## src/rtl/alu_pkg.sv

```systemverilog
// Shared definitions for the registered 8-bit ALU: operand width, opcode map and
// the divide-by-zero result.
package alu_pkg;

  localparam int unsigned Width = 8;

  typedef enum logic [3:0] {
    ALU_ADD  = 4'h0,
    ALU_SUB  = 4'h1,
    ALU_MUL  = 4'h2,
    ALU_DIV  = 4'h3,
    ALU_SHL  = 4'h4,
    ALU_SHR  = 4'h5,
    ALU_ROL  = 4'h6,
    ALU_ROR  = 4'h7,
    ALU_AND  = 4'h8,
    ALU_OR   = 4'h9,
    ALU_XOR  = 4'hA,
    ALU_NOR  = 4'hB,
    ALU_NAND = 4'hC,
    ALU_XNOR = 4'hD,
    ALU_GT   = 4'hE,
    ALU_EQ   = 4'hF
  } alu_op_e;

  localparam logic [Width-1:0] DivZeroResult = {Width{1'b1}};

endpackage

```

## src/rtl/alu_core.sv

```systemverilog
// Purely combinational ALU function plus the carry-out of A+B, which is produced
// for every opcode.
module alu_core
  import alu_pkg::*;
(
  input  logic [Width-1:0] a_i,
  input  logic [Width-1:0] b_i,
  input  logic [3:0]       sel_i,
  output logic [Width-1:0] result_o,
  output logic             carry_o
);

  logic [Width:0]       sum;
  logic [2*Width-1:0]   prod;
  logic [Width-1:0]     quot;

  assign sum     = {1'b0, a_i} + {1'b0, b_i};
  assign prod    = {{Width{1'b0}}, a_i} * {{Width{1'b0}}, b_i};
  assign quot    = (b_i == '0) ? DivZeroResult : (a_i / b_i);
  assign carry_o = sum[Width];

  always_comb begin
    result_o = '0;
    unique case (alu_op_e'(sel_i))
      ALU_ADD:  result_o = sum[Width-1:0];
      ALU_SUB:  result_o = a_i - b_i;
      ALU_MUL:  result_o = prod[Width-1:0];
      ALU_DIV:  result_o = quot;
      ALU_SHL:  result_o = {a_i[Width-2:0], 1'b0};
      ALU_SHR:  result_o = {1'b0, a_i[Width-1:1]};
      ALU_ROL:  result_o = {a_i[Width-2:0], a_i[Width-1]};
      ALU_ROR:  result_o = {a_i[0], a_i[Width-1:1]};
      ALU_AND:  result_o = a_i & b_i;
      ALU_OR:   result_o = a_i | b_i;
      ALU_XOR:  result_o = a_i ^ b_i;
      ALU_NOR:  result_o = ~(a_i | b_i);
      ALU_NAND: result_o = ~(a_i & b_i);
      ALU_XNOR: result_o = ~(a_i ^ b_i);
      ALU_GT:   result_o = {{(Width-1){1'b0}}, (a_i > b_i)};
      ALU_EQ:   result_o = {{(Width-1){1'b0}}, (a_i == b_i)};
      default:  result_o = '0;
    endcase
  end

endmodule

```

## src/rtl/alu.sv

```systemverilog
// Registered ALU: captures f(A, B, ALU_Sel) and the add carry every clock, with
// synchronous active-low reset clearing both outputs.
module alu
  import alu_pkg::*;
(
  input  logic             clk,
  input  logic             rst_n,
  input  logic [Width-1:0] A,
  input  logic [Width-1:0] B,
  input  logic [3:0]       ALU_Sel,
  output logic [Width-1:0] ALU_Out,
  output logic             CarryOut
);

  logic [Width-1:0] alu_out_d, alu_out_q;
  logic             carry_d, carry_q;

  alu_core u_core (
    .a_i      (A),
    .b_i      (B),
    .sel_i    (ALU_Sel),
    .result_o (alu_out_d),
    .carry_o  (carry_d)
  );

  always_ff @(posedge clk) begin
    if (!rst_n) begin
      alu_out_q <= '0;
      carry_q   <= 1'b0;
    end else begin
      alu_out_q <= alu_out_d;
      carry_q   <= carry_d;
    end
  end

  assign ALU_Out  = alu_out_q;
  assign CarryOut = carry_q;

endmodule

```

## config.mk

```make
export PLATFORM = sky130hd
export DESIGN_NAME = alu
export DESIGN_NICKNAME = d
export VERILOG_FILES = /design/src/rtl/alu_pkg.sv /design/src/rtl/alu_core.sv /design/src/rtl/alu.sv
export SDC_FILE = /design/constraint.sdc
export NUM_CORES = 1
export LEC_CHECK = 0
export ABC_AREA = 0
export CORE_UTILIZATION = 60
export CTS_CLUSTER_DIAMETER = 60
export DETAILED_ROUTE_END_ITERATION = 8
export PLACE_DENSITY = 0.91
export SETUP_SLACK_MARGIN = 0.02
export SYNTH_ARGS = -nofsm -noshare
export SYNTH_HDL_FRONTEND = slang
export SYNTH_SLANG_ARGS = --single-unit
```

## constraint.sdc

```tcl
create_clock -name clk -period 25.7 [get_ports clk]
set_input_delay 3.855 -clock clk [delete_from_list [all_inputs] [get_ports clk]]
set_output_delay 3.855 -clock clk [all_outputs]
set_load 0.05 [all_outputs]
```

==> impl_metrics.toml <==
[status]
outcome = "finished clean"

[place]
gp_congestion = 0.971
placed_cells = 675
port_buffers = 30
dp_hpwl_um = 9760

[critical_path]
worstSetupPathType = "in -> reg"
cp.required_ps = 25830
critPathMostFrequentCell = "ha_1"
end_kind = "flip-flop"
slowest_delay_ps = 700
crit_start = "B[7]"
slowest_stage = "a21oi_1"
crit_fanout = 11
cp-endpoint = "ALU_Out[0]"
arrival_ps = 15470
startpoint_type = "input pin"

[cts]
hold_buffers = 0
cts_tree = "done"
clock_sinks = 9
htreeDepth = 1
post-cts-setup-buffers = 0
clk_path_buf_depth = 2
worst_setup_hold_path_clk_slew_ps = 50
cts_resized = 0
cts_made_buffers = 3
clk_root_buffer_cell = "clkbuf_8"

[global_routing]
grt_pass1_vias = 4019
grt_overflow = 0
met1_usage_pct = 45.3
grt_max_degree = 45
antenna_found_initial = 0
gr-max-usage-layer = "met2"
use_met2_pct = 56.0
grt_pass1_wl_um = 19800
grtUsageMet3_pct = 2.50
grtUsageTotal_pct = 33.8

[logic_synthesis]
syn_area_sq_mm = 0.00420
synth_top_family_by_area = "adder cells"
synth_nets = 688
netlist_instances = 573
synth_flop_cell = "dfxtp_1"
synth_edf_count = 0
yosys-top-cells-area = "ha_1 24%, fa_1 6.7%, nor2_1 6.0%"
synth-adder-area-share_pct = 30.2
synth_compound_area_share_pct = 26.3
synthMuxAreaShare_pct = 6.61
synth_top_area_share_pct = 23.5
syn_avg_cell_area_sq_um = 7.33
ys_async_sr_fraction_pct = 0
synthXorXnorAreaFrac_pct = 8.13
ys_seq_area_share_pct = 4.29
synth-simple-area-share_pct = 17.4
synth_cell_types = 59
yosys.area.top_type = "ha_1"
synthTopCellsByCount = "79 x ha_1, 67 x nor2_1, 51 x inv_1"
post-synth-top-count-cell = "ha_1"
yosysWarningCount = 0
synth-seq-cells = 9

[final_layout]
fillCellCount = 588
diodes = 0
layout-drive-gt1-share_pct = 4.63
multi_input_area_sq_mm = 0.00372
post-route-util_pct = 67.6
stdcell_count = 679
seqCellArea_sq_um = 180
nNetsFinal = 699
area_delta_synth_final_pct = 9.29

[power_and_ir_drop]
ir_drop_mv = 0.0179
leakage_nw = 2.10
power.density_mw_per_mm2 = 35.4

[drt]
ant_nets = 0
wl_per_cell_um = 18.4
drc_errors = 0
drt-vias-per-instance = 6.56
vias = 4456
wl_um = 12500
detail_route.first_pass.iterations = 6
drtIter0Drc = 676

[sta]
fin_crit_sh_pct = 59.7
setup_viol = 0
slew_violations = 0
setup_tns_ps = 0
relSlewSlack_pct = 41.6
fmax_ghz = 0.0652
grt_setup_unrepaired = "no"
hold_viol = 0
max_slew.worst_pin.slew_ps = 875
fin_crit_ps = 15340

[die]
fp.coreArea_sq_mm = 0.00679
start_util_pct = 61.8
rows = 30
die_y_um = 85.7
die_area_sq_mm = 0.00734
io_pins = 31
fp.dieW_um = 85.7

[min_path]
hold_class = "in -> reg"

[run]
cap_violations = 0
[metrics by stage]
stage,power [mW],hold WS [ps],cell area (sq um),setup slack (ps)
final,0.162,4470,4590,10360
after global routing,0.174,4480,4590,9760
after CTS,0.160,4450,4590,10590
after detailed placement,0.142,4680,4550,10360
after global placement,0.138,4670,4550,10840
after floorplan,0.110,4140,4200,12270
[flip-flops by register name, summed over array words and instances, names as in the netlist]
register,count
ALU_Out,8
CarryOut,1
[metal layers]
| layer | up-vias | wire [um] |
|---|---|---|
| met5 | - | 0 |
| met4 | 0 | 529 |
| met3 | 49 | 1150 |
| met2 | 308 | 5660 |
| met1 | 2042 | 5150 |
| li1 | 2057 | - |
[critical path, delay by kind of cell]
| kind | cells | cell delay, ps |
|---|---|---|
| buffers and inverters | 1 | 600 |
| AOI/OAI and AO/OA | 23 | 5140 |
| and+or+nand+nor | 10 | 2280 |
| adders and majority gates | 7 | 2060 |
| muxes | 4 | 1540 |
[cells by family (layout without fill, tap and decap cells)]
logic type / count (synthesis) / after routing
compound gates: 169 / 169
simple gates: 158 / 158
fa+ha+maj: 93 / 93
buf+inv: 79 / 89
xor+xnor: 39 / 39
mux: 26 / 26
flops: 9 / 9
[worst min-delay path by stage]
stage | startpoint | end | cells after the start
2_1_floorplan | B[7] | CarryOut | 3
3_3_place_gp | rst_n | ALU_Out[7] | 2
3_5_place_dp | rst_n | ALU_Out[6] | 2
4_1_cts | rst_n | ALU_Out[3] | 3
5_1_grt | rst_n | ALU_Out[7] | 2
6_report | rst_n | ALU_Out[3] | 3
[placed cells by master, fill, tap and decap left out, types with 2 or more instances in the layout]
master,n
o31a_1,3
o21ai_0,34
o41ai_1,2
buf_4,4
a21oi_1,43
nor2b_1,6
nor3b_1,2
o22ai_1,10
mux2_2,14
clkdlybuf4s50_1,30
nor2_1,67
a211oi_1,7
xnor2_1,27
fa_1,14
nor3_1,12
o211ai_1,6
nand2_1,35
a2bb2oi_1,4
a22oi_1,2
nand3b_1,2
dfxtp_1,9
inv_1,51
o211a_1,2
nand3_1,9
a221oi_1,3
a21o_1,9
a21boi_0,5
or3_1,4
o21ai_1,2
xor2_1,12
clkbuf_8,3
a31oi_1,5
mux2i_1,12
nand2b_1,7
o21a_1,14
nand4_1,3
nor4_1,2
o22a_1,2
ha_1,79
and3_1,5
[area by class of cell]
| type | count | share of cell area, % |
|---|---|---|
| Clock buffer | 4 | 0.981 |
| Inverter | 51 | 4.17 |
| Multi-Input combinational cell | 485 | 81.1 |
| Sequential cell | 9 | 3.92 |
| Tap cell | 96 | 2.62 |
| Timing Repair Buffer | 34 | 7.20 |
[where the power goes]
| group | switching [mW] | internal (mW) | total (mW) |
|---|---|---|---|
| Clock | 0.00607 | 0.0108 | 0.0169 |
| Sequential | 0.000410 | 0.0154 | 0.0159 |
| Combinational | 0.0750 | 0.0546 | 0.130 |
Power figures use the tool's default switching activity.
